## src/rtl/clock_pkg.sv

```systemverilog
// Shared definitions for the clock display path.
//   SEG_* : active-high 7-segment patterns, bit order {g,f,e,d,c,b,a}
//   DIG_* : scan slot index of each displayed digit
//   MAX_* : largest legal time-of-day field values
//   to_bcd: splits a 0..59 binary value into tens/ones nibbles
package clock_pkg;

  localparam logic [6:0] SEG_0   = 7'h3F;
  localparam logic [6:0] SEG_1   = 7'h06;
  localparam logic [6:0] SEG_2   = 7'h5B;
  localparam logic [6:0] SEG_3   = 7'h4F;
  localparam logic [6:0] SEG_4   = 7'h66;
  localparam logic [6:0] SEG_5   = 7'h6D;
  localparam logic [6:0] SEG_6   = 7'h7D;
  localparam logic [6:0] SEG_7   = 7'h07;
  localparam logic [6:0] SEG_8   = 7'h7F;
  localparam logic [6:0] SEG_9   = 7'h6F;
  localparam logic [6:0] SEG_OFF = 7'h00;

  localparam logic [2:0] DIG_SEC_ONES = 3'd0;
  localparam logic [2:0] DIG_SEC_TENS = 3'd1;
  localparam logic [2:0] DIG_MIN_ONES = 3'd2;
  localparam logic [2:0] DIG_MIN_TENS = 3'd3;
  localparam logic [2:0] DIG_HR_ONES  = 3'd4;
  localparam logic [2:0] DIG_HR_TENS  = 3'd5;

  localparam logic [4:0] MAX_HOURS   = 5'd23;
  localparam logic [5:0] MAX_MIN_SEC = 6'd59;

  typedef struct packed {
    logic [4:0] hours;
    logic [5:0] minutes;
    logic [5:0] seconds;
  } tod_t;

  typedef struct packed {
    logic [3:0] tens;
    logic [3:0] ones;
  } bcd_t;

  // Compare/subtract chain: a single priority ladder is enough because
  // inputs never exceed 59, so tens never exceeds 5.
  function automatic bcd_t to_bcd(input logic [5:0] value);
    bcd_t       r;
    logic [5:0] rem;
    if (value >= 6'd50) begin
      r.tens = 4'd5;
      rem    = value - 6'd50;
    end else if (value >= 6'd40) begin
      r.tens = 4'd4;
      rem    = value - 6'd40;
    end else if (value >= 6'd30) begin
      r.tens = 4'd3;
      rem    = value - 6'd30;
    end else if (value >= 6'd20) begin
      r.tens = 4'd2;
      rem    = value - 6'd20;
    end else if (value >= 6'd10) begin
      r.tens = 4'd1;
      rem    = value - 6'd10;
    end else begin
      r.tens = 4'd0;
      rem    = value;
    end
    r.ones = rem[3:0];
    return r;
  endfunction

endpackage

```

## src/rtl/seg7_decode.sv

```systemverilog
// Combinational BCD to 7-segment decoder with output polarity select.
//   bcd : 4-bit BCD digit; codes above 9 decode to all segments unlit
//   seg : segment drive {g,f,e,d,c,b,a}, polarity set by ACT_LOW
module seg7_decode
  import clock_pkg::*;
#(
  parameter bit ACT_LOW = 1'b1
) (
  input  logic [3:0] bcd,
  output logic [6:0] seg
);

  logic [6:0] pattern;

  always_comb begin
    pattern = SEG_OFF;
    case (bcd)
      4'd0:    pattern = SEG_0;
      4'd1:    pattern = SEG_1;
      4'd2:    pattern = SEG_2;
      4'd3:    pattern = SEG_3;
      4'd4:    pattern = SEG_4;
      4'd5:    pattern = SEG_5;
      4'd6:    pattern = SEG_6;
      4'd7:    pattern = SEG_7;
      4'd8:    pattern = SEG_8;
      4'd9:    pattern = SEG_9;
      default: pattern = SEG_OFF;
    endcase
  end

  assign seg = ACT_LOW ? ~pattern : pattern;

endmodule

```

## src/rtl/clock_display_driver.sv

```systemverilog
// Drives a 6-digit multiplexed 7-segment display (HH.MM.SS) from the
// binary time-of-day of the clock core.
//   clk, reset        : system clock, asynchronous active-high reset
//   hours/minutes/seconds, time_valid : time strobe from the clock core
//   enable            : 0 blanks all anodes, scan keeps running
//   seg, dp, an       : registered display pins (polarity per parameters)
//   range_err         : sticky flag, a strobe carried an illegal value
// A new time is held as "pending" and only copied to the shown value at
// the end of a full 6-digit frame, so a frame never mixes two times.
module clock_display_driver
  import clock_pkg::*;
#(
  parameter int unsigned SCAN_DIV     = 50_000,
  parameter int unsigned BLANK_CYCLES = 2,
  parameter bit          SEG_ACT_LOW  = 1'b1,
  parameter bit          AN_ACT_LOW   = 1'b1
) (
  input  logic       clk,
  input  logic       reset,
  input  logic [4:0] hours,
  input  logic [5:0] minutes,
  input  logic [5:0] seconds,
  input  logic       time_valid,
  input  logic       enable,
  output logic [6:0] seg,
  output logic       dp,
  output logic [5:0] an,
  output logic       range_err
);

  localparam int PRE_W = $clog2(SCAN_DIV);
  localparam logic [PRE_W-1:0] PRE_LAST  = PRE_W'(SCAN_DIV - 1);
  localparam logic [PRE_W-1:0] PRE_BLANK = PRE_W'(BLANK_CYCLES);
  localparam logic [6:0] SEG_IDLE = SEG_ACT_LOW ? ~SEG_OFF : SEG_OFF;
  localparam logic [5:0] AN_IDLE  = AN_ACT_LOW ? 6'h3F : 6'h00;

  tod_t             pending_reg;
  logic             pending_valid_reg;
  tod_t             shown_reg;
  logic             range_err_reg;
  logic [PRE_W-1:0] prescaler_reg;
  logic [2:0]       digit_idx_reg;

  logic [6:0] seg_reg;
  logic       dp_reg;
  logic [5:0] an_reg;

  logic slot_end;
  logic frame_end;
  logic in_range;

  assign slot_end  = (prescaler_reg == PRE_LAST);
  assign frame_end = slot_end && (digit_idx_reg == DIG_HR_TENS);
  assign in_range  = (hours <= MAX_HOURS) && (minutes <= MAX_MIN_SEC) &&
                     (seconds <= MAX_MIN_SEC);

  // Capture, pending hand-off and sticky range error. On a boundary cycle
  // the old pending value moves to shown while a simultaneous strobe
  // refills pending, so the new value waits for the following frame.
  always_ff @(posedge clk or posedge reset) begin
    if (reset) begin
      pending_reg       <= '0;
      pending_valid_reg <= 1'b0;
      shown_reg         <= '0;
      range_err_reg     <= 1'b0;
    end else begin
      if (frame_end && pending_valid_reg) begin
        shown_reg <= pending_reg;
      end
      if (time_valid && in_range) begin
        pending_reg       <= '{hours: hours, minutes: minutes, seconds: seconds};
        pending_valid_reg <= 1'b1;
      end else if (frame_end) begin
        pending_valid_reg <= 1'b0;
      end
      if (time_valid && !in_range) begin
        range_err_reg <= 1'b1;
      end
    end
  end

  // Free-running scan timing.
  always_ff @(posedge clk or posedge reset) begin
    if (reset) begin
      prescaler_reg <= '0;
      digit_idx_reg <= DIG_SEC_ONES;
    end else if (slot_end) begin
      prescaler_reg <= '0;
      digit_idx_reg <= (digit_idx_reg == DIG_HR_TENS) ? DIG_SEC_ONES
                                                      : digit_idx_reg + 3'd1;
    end else begin
      prescaler_reg <= prescaler_reg + 1'b1;
    end
  end

  bcd_t sec_bcd;
  bcd_t min_bcd;
  bcd_t hr_bcd;

  assign sec_bcd = to_bcd(shown_reg.seconds);
  assign min_bcd = to_bcd(shown_reg.minutes);
  assign hr_bcd  = to_bcd({1'b0, shown_reg.hours});

  logic [3:0] digit_bcd;

  always_comb begin
    digit_bcd = 4'hF;
    case (digit_idx_reg)
      DIG_SEC_ONES: digit_bcd = sec_bcd.ones;
      DIG_SEC_TENS: digit_bcd = sec_bcd.tens;
      DIG_MIN_ONES: digit_bcd = min_bcd.ones;
      DIG_MIN_TENS: digit_bcd = min_bcd.tens;
      DIG_HR_ONES:  digit_bcd = hr_bcd.ones;
      DIG_HR_TENS:  digit_bcd = hr_bcd.tens;
      default:      digit_bcd = 4'hF;
    endcase
  end

  logic [6:0] seg_next;

  seg7_decode #(
    .ACT_LOW(SEG_ACT_LOW)
  ) u_seg7_decode (
    .bcd(digit_bcd),
    .seg(seg_next)
  );

  // Anodes are dark during the first BLANK_CYCLES of each slot so the
  // previous digit's segments cannot ghost onto the newly selected digit.
  logic       an_active;
  logic [5:0] an_hot;
  logic [5:0] an_next;
  logic       dp_lit;
  logic       dp_next;

  assign an_active = enable && (prescaler_reg >= PRE_BLANK);

  genvar gi;
  generate
    for (gi = 0; gi < 6; gi++) begin : g_an
      assign an_hot[gi] = an_active && (digit_idx_reg == 3'(gi));
    end
  endgenerate

  assign an_next = AN_ACT_LOW ? ~an_hot : an_hot;

  // Separators after the minutes and hours ones digits blink with seconds.
  assign dp_lit  = ((digit_idx_reg == DIG_MIN_ONES) || (digit_idx_reg == DIG_HR_ONES)) &&
                   !shown_reg.seconds[0];
  assign dp_next = SEG_ACT_LOW ? ~dp_lit : dp_lit;

  always_ff @(posedge clk or posedge reset) begin
    if (reset) begin
      seg_reg <= SEG_IDLE;
      dp_reg  <= SEG_ACT_LOW;
      an_reg  <= AN_IDLE;
    end else begin
      seg_reg <= seg_next;
      dp_reg  <= dp_next;
      an_reg  <= an_next;
    end
  end

  assign seg       = seg_reg;
  assign dp        = dp_reg;
  assign an        = an_reg;
  assign range_err = range_err_reg;

endmodule

```

## config.mk

```make
export PLATFORM = sky130hd
export DESIGN_NAME = clock_display_driver
export DESIGN_NICKNAME = d
export VERILOG_FILES = /design/src/rtl/clock_pkg.sv /design/src/rtl/seg7_decode.sv /design/src/rtl/clock_display_driver.sv
export SDC_FILE = /design/constraint.sdc
export NUM_CORES = 1
export LEC_CHECK = 0
export BUFFER_PORTS_ARGS = -buffer_cell sky130_fd_sc_hd__buf_2
export CAP_MARGIN = 20
export CORE_AREA = 8 8 116 118
export CTS_CLUSTER_SIZE = 30
export DETAILED_ROUTE_END_ITERATION = 16
export DIE_AREA = 0 0 124 126
export PLACE_DENSITY = 0.54
export RECOVER_POWER = 25
export SLEW_MARGIN = 30
export SYNTH_ARGS = -nofsm -noshare
export SYNTH_HDL_FRONTEND = slang
export SYNTH_SLANG_ARGS = --single-unit
```

## constraint.sdc

```tcl
create_clock -name clk -period 2.6 [get_ports clk]
set_input_delay 0.65 -clock clk [delete_from_list [all_inputs] [get_ports clk]]
set_output_delay 0.65 -clock clk [all_outputs]
set_load 0.01 [all_outputs]
```

* Word-level counts from Yosys, hierarchy flattened
Memories as Yosys holds them, arrays and structs flattened.
Cells that the tools add are included.
** Word-level totals
- Register bits after elaboration :: 69
- Memory bits (read-only) :: 112
- Input port bits :: 21
- Memories kept :: 1
** Cells by class
- $add $sub $neg :: 17
- Magnitude comparators :: 19
- Equal/unequal tests :: 6
- Muxes and demuxes :: 35
- Bitwise gates (word level) :: 3
- Reduce and logical (&&, ||, !) cells :: 19
** Memory list
- (no name shown) :: words 16, bits a word 7, read ports 1, clocked after Yosys merged registers in 0, write ports 0, RTL line seg7_decode.sv:17 : case (bcd)
** Operators by type and width (number)
- two-way mux 4 bit :: 15
- subtractor 4 bit (second input constant) :: 9
- >= comparator 6 x 5 -> 1 bit (second input constant) :: 4
- >= comparator 6 bit (second input constant) :: 4
- case mux 4 bit (6 select lines) :: 1
- two-way mux 3 bit :: 7
- adder 16 x 1 -> 16 bit (second input constant) :: 1
- == test 16 bit (second input constant) :: 1
- >= comparator 16 x 2 -> 1 bit (second input constant) :: 1
- two-way mux 16 bit :: 1
- logical AND 1 bit :: 14
- >= comparator 5 x 6 -> 1 bit (second input constant) :: 2
- >= comparator 6 x 4 -> 1 bit (second input constant) :: 2
- less-or-equal comparator 6 bit (second input constant) :: 2
- two-way mux 2 bit :: 6
- subtractor 4 x 2 -> 4 bit (second input constant) :: 3
- subtractor 4 x 3 -> 4 bit (second input constant) :: 3
- >= comparator 5 bit (second input constant) :: 2
- inverter 7 bit :: 1
- == test 3 x 2 -> 1 bit (second input constant) :: 2
- == test 3 bit (second input constant) :: 2
- inverter 6 bit :: 1
- >= comparator 5 x 4 -> 1 bit (second input constant) :: 1
- less-or-equal comparator 5 bit (second input constant) :: 1
- other kinds (8) :: 13

* Longest topological paths before layout
Gate-level depths: netlist (run 1).
An unclocked memory read counts as a cell.
- Depth after elaboration :: 9
- Gate-level depth with buffers :: 13

* Modules after synthesis
Synthesis (run 1) repeated with hierarchy kept, for this count alone.
** Unflattened totals
- Cell total of the unflattened synthesis :: 382
- Area, all modules :: 4010.1 µm²
** Modules (own cells, without submodules)
- clock_display_driver :: times used 1, cells each 354, area an instance 3819.9 µm²
- seg7_decode :: times used 1, cells each 28, area an instance 190.2 µm²

* Worst setup path after synthesis (run 1)
Ideal clock, no wire load.
- Kind :: reg-to-reg
- From :: register shown_reg[8] in the netlist's numbering
- To :: register seg_reg[3] (netlist: seg[3])
- Library setup time :: 0.080 ns
- Arrival time :: 2.659 ns
- Path slack :: -0.139 ns
- Cell stages (with the launch flop) :: 10
- Path buffers :: 0
- Cell sequence :: dfrtp_1 inv_1 ha_1 a2111oi_4 a211oi_1 o21ai_2 a21boi_0 a2111oi_2 ha_1 o221a_2
** Between the ends
- Word-level cells in the longest chain between the ends :: 9
- Elaborated cells on any way between the ends :: 23
** RTL lines
- start, declared :: RTL line clock_display_driver.sv:39 : tod_t shown_reg;
- start signal, assigned :: RTL line clock_display_driver.sv:68 : shown_reg <= pending_reg;
- >= comparator 6 x 4 -> 1 bit / subtractor 4 bit (equally long branches) :: RTL line clock_pkg.sv:58, clock_pkg.sv:60
- two-way mux 1 bit / two-way mux 4 bit (equally long branches) :: RTL line clock_pkg.sv:58 : end else if (value >= 6'd10) begin
- two-way mux 2 bit / two-way mux 4 bit (equally long branches) :: RTL line clock_pkg.sv:55 : end else if (value >= 6'd20) begin
- two-way mux 2 bit / two-way mux 4 bit (equally long branches) :: RTL line clock_pkg.sv:52 : end else if (value >= 6'd30) begin
- two-way mux 3 bit / two-way mux 4 bit (equally long branches) :: RTL line clock_pkg.sv:49 : end else if (value >= 6'd40) begin
- two-way mux 3 bit / two-way mux 4 bit (equally long branches) :: RTL line clock_pkg.sv:46 : if (value >= 6'd50) begin
- case mux 4 bit (6 select lines) (*) :: RTL line clock_display_driver.sv:108 : case (digit_idx_reg)
- memory read (16 x 7 bit) (*)
- inverter 7 bit (*) :: RTL line seg7_decode.sv:32 : assign seg = ACT_LOW ? ~pattern : pattern;
- via seg_next[3] :: RTL line clock_display_driver.sv:119 : logic [6:0] seg_next;
- end signal, assigned :: RTL line clock_display_driver.sv:158 : seg_reg <= seg_next;
- end, declared :: RTL line clock_display_driver.sv:44 : logic [6:0] seg_reg;
The timed path passes the listed nets; every way through them passes the cells marked *.
A chain may end at the register's enable or synchronous reset.

* Worst setup path in the final report (run 1)
- From :: register shown_reg[9] in the netlist's numbering
- To :: register seg_reg[3] (netlist: seg[3])
The elaborated chain is that of the path after synthesis.

==> flow_summary_export.csv, run 1 <==
group,metric,value,unit
status,status,"completed",
grt,grt_usage,0.127,
worst_setup_path,critPathRequiredTime,2860,ps
die,die_area,0.0156,sq mm
detailed_routing,route.vias.total,3298,
clocking,cts_hold_buf,0,
sta,slew_headroom,0.444,
sta,finalCritPeriodShare,0.983,
final_layout,layout_common_cells,"49 x buf_4, 47 x dfrtp_1, 41 x nand2_1",
synthesis,async_flop_share,1.00,
synthesis,syn_area_per_cell,10.2,sq um
power,irDropWorstVdd,0.358,mV
worst_setup_path,critPathMaxStageDelay,480,ps
final_layout,area_growth,27.0,%
clocking,clkSlewWorstSetupHoldPaths,50,ps
detailed_routing,drc,0,
worst_setup_path,crit_path_frequent_cell,"ha_4",
grt,antenna_found_initial,0,
power,p_seq_frac,0.470,
sta,fin_crit,2560,ps
hold_path,hold_class,"reg2reg",
clocking,root_buffer,"clkbuf_16",
place,place_inst,618,
worst_setup_path,endpoint_kind,"flip-flop",
die,start_util,0.359,
synthesis,synth_edf_count,0,
synthesis,synth_largest_area_cell,"dfrtp_1",
final_layout,final_cells,645,
worst_setup_path,path_class,"reg2reg",
hold_path,hold_depth,1,
place,port_buffers,35,
clocking,numCtsBuffers,9,
sta,timing.fmax,0.391,GHz
sta,rsz0062_at_grt,"yes",
synthesis,synth-simple-area-share,0.174,
synthesis,synthAdderAreaFrac,0.0804,
worst_setup_path,worst_ep_arrival_time,2810,ps
synthesis,synth_warnings,0,
worst_setup_path,critical_path.slowest_cell,"dfrtp_2",
synthesis,synth_xor_area_frac,0.0375,
hold_path,hold_start,"range_err",
synthesis,synth_top_family_by_area,"simple AND/OR/NAND/NOR gates",
final_layout,diodes,0,
power,p_sw,511,uW
grt,grt_max_degree,50,
synthesis,synthMuxAreaShare,0.112,
die,core_area,0.0117,sq mm
worst_setup_path,rrSetupSlack,40,ps
final_layout,post-route-util,0.456,
flow_run,cap_violations,0,
power,switching_share,0.211,
die,io_pins,36,
power,power_density,454,mW/mm^2
sta,setup_viol,0,
worst_setup_path,timing.rr.start,"shown_reg[9]",
power,p_total,2420,uW
worst_setup_path,crit_chain,"ha_4 -> and3_1 -> a311o_1 -> o21ai_2 -> mux2i_1 -> a221o_1 -> a21oi_4 -> inv_2 -> ha_4 -> o221a_4",
power,pwr-share-comb,0.043,
die,rows,40,
clocking,clk_latency,330,ps
sta,hold_viol,0,
worst_setup_path,crit_path_start_kind,"flip-flop",
synthesis,synthCells,411,
detailed_routing,wirelength,9340,microns
sta,fin_skew,8.73,ps
final_layout,fillers,1131,
clocking,cts_tree,"built",
detailed_routing,vias_per_cell,5.11,
grt,grt_overflow,0,
power,power.internal,1910,uW
final_layout,nets,541,
clocking,cts_sinks,69,
power,p_leak,0.00243,uW
synthesis,syn_nets,459,
final_layout,drive_gt1_frac,0.408,
grt,grt_pass1_vias,3356,
detailed_routing,dr.pass1.iters,4,
sta,finalMaxSlewViolations,0,
synthesis,ys_seq_area_frac,0.415,
worst_setup_path,crit_start,"shown_reg[9]",
synthesis,synth-compound-area-share,0.128,
worst_setup_path,path_max_fanout,6,
clocking,cts_buffer_depth,2,
detailed_routing,antenna_left,0,
place,gp_congestion,0.818,
clocking,htreeDepth,3,
sta,tightest_slew,832,ps
die,die_width,124,microns
detailed_routing,drt_iter0_drc,144,
sta,timing.setup.tns,0,ps
place,dp_hpwl,6970,microns
power,power_frac_clock,0.488,
die,die_y,126,microns
synthesis,synthFlopType,"dfrtp_1",
detailed_routing,post_drt_wl_per_cell,14.5,microns
synthesis,synth_area_leaders,"dfrtp_1 33%, mux2_2 9.7%, dfstp_2 8.8%",
grt,grt_first_pass_wirelength,15900,microns
synthesis,synth_cell_types,64,
synthesis,synth_top_cell_area_share,0.328,
final_layout,final_common_cell,"buf_4",
synthesis,ys_seq_elements,69,
synthesis,synth_area,0.00420,sq mm
worst_setup_path,ff2ff_path_depth,10,
sta,holdWs,467,ps
==> final timing paths <==
check / endpoint
worst min-delay path: range_err
worst max-delay path: seg[3]
worst min register to register: range_err
min in group asynchronous: pending_reg[9]
max in group asynchronous: an[1]
worst max register to register: seg[3]
==> cell type report <==
class                      count  area [sq um]  area share
inverter                      23          93.8      0.0176
tap                          147           184      0.0345
sequential                    69          1750       0.329
clock buffer                  11           233      0.0436
timing repair buffer          88           596       0.112
multi-input combinational    302          2420       0.454
clock inverter                 5          53.8      0.0101
==> layer usage <==
| metal | GRT usage | share of wire |
|---|---|---|
| met2 | 0.200 | 0.48 |
| met4 | 0.0441 | 0.011 |
| met3 | 0.0366 | 0.053 |
| met5 | 0 | 0 |
| met1 | 0.160 | 0.46 |
==> cells in the mapped netlist (2+ instances only) <==
library cell / count
o221a_2: 2
nor2b_1: 4
o22ai_1: 2
a311o_1: 2
o21bai_1: 3
nor2_1: 34
buf_2: 4
a22o_1: 2
xnor2_1: 13
xor2_1: 5
a21oi_1: 11
nor4_1: 7
o21a_1: 3
and4bb_2: 2
a21o_1: 4
nor3_1: 10
clkbuf_1: 4
buf_6: 5
nand3b_1: 2
and2b_1: 2
mux2_2: 36
nand2_1: 43
a22oi_1: 2
a21boi_0: 3
nand2b_1: 4
a31oi_1: 4
inv_1: 23
dfstp_2: 14
and3_1: 6
buf_4: 2
dfrtp_1: 55
or3_1: 4
clkbuf_8: 2
mux2i_1: 5
o211ai_1: 2
ha_1: 27
o31ai_1: 2
nand3_1: 13
nand4_1: 7
o21ai_0: 10
a211oi_1: 3
==> cell families (layout without fill, tap and decap cells) <==
logic type,count (synthesis),count (layout)
AOI/OAI and AO/OA,69,69
xor gates and xnor gates,18,18
adders and majority gates,27,27
buffers and inverters,40,127
DFF,69,69
muxes,42,42
and+or+nand+nor,146,146
==> metrics by stage <==
stage                     setup slack, ps  cell area [sq um]
after floorplan                     -36.3               4310
after global placement              -10.9               4860
after detailed placement            -44.2               4860
after CTS                           -4.58               5160
after global routing                -38.1               5340
final                                43.3               5340
==> power by group through the flow <==
stage / combinational, uW / clock, uW / sequential, uW
3_3_place_gp: 104 / 0 / 1160
3_5_place_dp: 108 / 0 / 1160
4_1_cts: 108 / 1220 / 1140
6_report: 103 / 1180 / 1140
5_1_grt: 118 / 1270 / 1140
2_1_floorplan: 68.1 / 0 / 1150
==> worst max-delay path: cells and delay by family, from the launching register on <==
| family | cells | cell delay, ps |
|---|---|---|
| compound gates | 5 | 1220 |
| flops | 1 | 480 |
| buf+inv | 1 | 90 |
| fa+ha+maj | 2 | 430 |
| mux | 1 | 100 |
| simple gates | 1 | 170 |
==> repair_timing <==
action	CTS	global route
setup buffers	1	11
setup endpoints to repair	5	7
pin swaps	1	22
gates resized for setup	2	29
Power figures use the tool's default switching activity.
==> run 2: changes to the inputs <==
- CORE_AREA: 8 8 116 118 -> 2 2 110 112
- DIE_AREA: 0 0 124 126 -> 0 0 112 114
==> flow_summary_export.csv, run 2 (same netlist as run 1, synthesis figures left out) <==
group,metric,value,unit
power,irDropWorstVdd,0.333,mV
die,die_area,0.0128,sq mm
final_layout,final_common_cell,"buf_4",
grt,antenna_found_initial,0,
final_layout,diodes,0,
grt,grt_usage,0.153,
sta,holdWs,460,ps
die,rows,40,
die,core_area,0.0117,sq mm
power,power_density,481,mW/mm^2
final_layout,area_growth,27.5,%
clocking,clkSlewWorstSetupHoldPaths,60,ps
place,dp_hpwl,6940,microns
place,port_buffers,35,
clocking,cts_hold_buf,0,
sta,finalMaxSlewViolations,0,
clocking,clk_latency,340,ps
final_layout,design_area,0.00536,sq mm
final_layout,fillers,1110,
clocking,cts_tree,"built",
grt,grt_first_pass_wirelength,15800,microns
die,io_pins,36,
final_layout,multi_input_comb_area,0.00241,sq mm
worst_setup_path,path_max_fanout,7,
detailed_routing,vias_per_cell,5.07,
place,gp_congestion,0.816,
sta,fin_skew,6.24,ps
power,p_total,2580,uW
detailed_routing,wirelength,9320,microns
worst_setup_path,crit_path_start_kind,"flip-flop",
grt,grt_max_degree,46,
clocking,root_buffer,"clkbuf_16",
sta,slew_headroom,0.308,
sta,timing.setup.tns,0,ps
clocking,cts_buffer_depth,2,
sta,fin_crit,2590,ps
worst_setup_path,path_class,"reg2reg",
status,status,"completed",
die,start_util,0.359,
hold_path,hold_class,"reg2reg",
clocking,htreeDepth,3,
place,place_area,0.00490,sq mm
final_layout,drive_gt1_frac,0.412,
detailed_routing,post_drt_wl_per_cell,14.4,microns
sta,tightest_slew,1040,ps
die,die_width,112,microns
sta,rsz0062_at_grt,"yes",
worst_setup_path,worst_ep_arrival_time,2850,ps
worst_setup_path,critPathRequiredTime,2860,ps
detailed_routing,drt_iter0_drc,123,
final_layout,nets,541,
die,die_y,114,microns
final_layout,post-route-util,0.457,
sta,setup_viol,0,
clocking,cts_sinks,69,
clocking,numCtsBuffers,9,
sta,timing.fmax,0.386,GHz
detailed_routing,dr.pass1.iters,4,
detailed_routing,drc,0,
detailed_routing,route.vias.total,3272,
sta,hold_viol,0,
sta,finalCritPeriodShare,0.995,
flow_run,cap_violations,0,
power,p_leak,0.00244,uW
detailed_routing,antenna_left,0,
final_layout,seq_area,0.00175,sq mm
grt,grt_pass1_vias,3360,
worst_setup_path,endpoint_kind,"flip-flop",
grt,grt_overflow,0,
final_layout,layout_common_cells,"51 x buf_4, 48 x dfrtp_1, 42 x nand2_1",
==> run 2: cell count changes in the layout (fill, tap and decap cells not counted), moves of 2 or more <==
cell	delta
a21boi_1	-2
buf_4	+2
buf_6	-2
clkinv_2	-2
ha_4	-2
nand3_1	+2
nand3_2	-2
nor2_1	-2
nor2_2	+2
==> run 2: power by group <==
group          internal [uW]  leakage, uW  switching (uW)  total, uW
Combinational           56.0      0.00144            49.6        106
Sequential              1120     0.000840            21.1       1140
Clock                    869     0.000160             464       1330
==> run 2: cell type report <==
cell class                 instances  area share
clock buffer                      11      0.0453
clock inverter                     5      0.0154
inverter                          23      0.0175
multi-input combinational        302       0.450
sequential                        69       0.327
tap                              147      0.0343
timing repair buffer              88       0.110
==> run 2: critical path: stages (launching register included) <==
cell	delay, ps
dfrtp_2	490
ha_4	210
and3_4	170
a311o_1	300
o21ai_2	210
mux2i_1	100
a221o_1	330
a21oi_4	150
inv_2	80
ha_4	220
o221a_4	250
==> run 2: final timing paths <==
check	from	to	slack [ps]	cells after the start
max	shown_reg[9]	seg[3]	10	10
min	range_err	range_err	460	1
max reg2reg	shown_reg[9]	seg[3]	10	10
min reg2reg	range_err	range_err	460	1
max in group asynchronous	reset	an[5]	1220	3
min in group asynchronous	reset	shown_reg[11]	560	2
==> run 2: what timing repair did <==
| item | 4_1_cts | 5_1_grt |
|---|---|---|
| cloned | 0 | 0 |
| endpoints found under the setup margin | 6 | 7 |
| setup buffers | 1 | 5 |
| pin swaps | 2 | 12 |
| gates resized for setup | 5 | 22 |
| hold endpoints to repair | 0 | 0 |
==> run 2: layer usage <==
layer,share of wire,global-route usage,wire length [microns],vias up
met3,0.032,0.0399,294,19
met4,0.018,0.0528,169,0
met2,0.49,0.256,4550,44
li1,-,-,-,1623
met5,0,0,0,-
met1,0.46,0.194,4300,1586
==> run 2: through the flow <==
| step | std cells | worst slack, ps |
|---|---|---|
| finish | 645 | 12.2 |
| CTS | 641 | -26.4 |
| global route | 645 | -63.4 |
| detailed placement | 624 | -95.5 |
| global placement | 624 | -54.4 |
| floorplan | 411 | -36.3 |
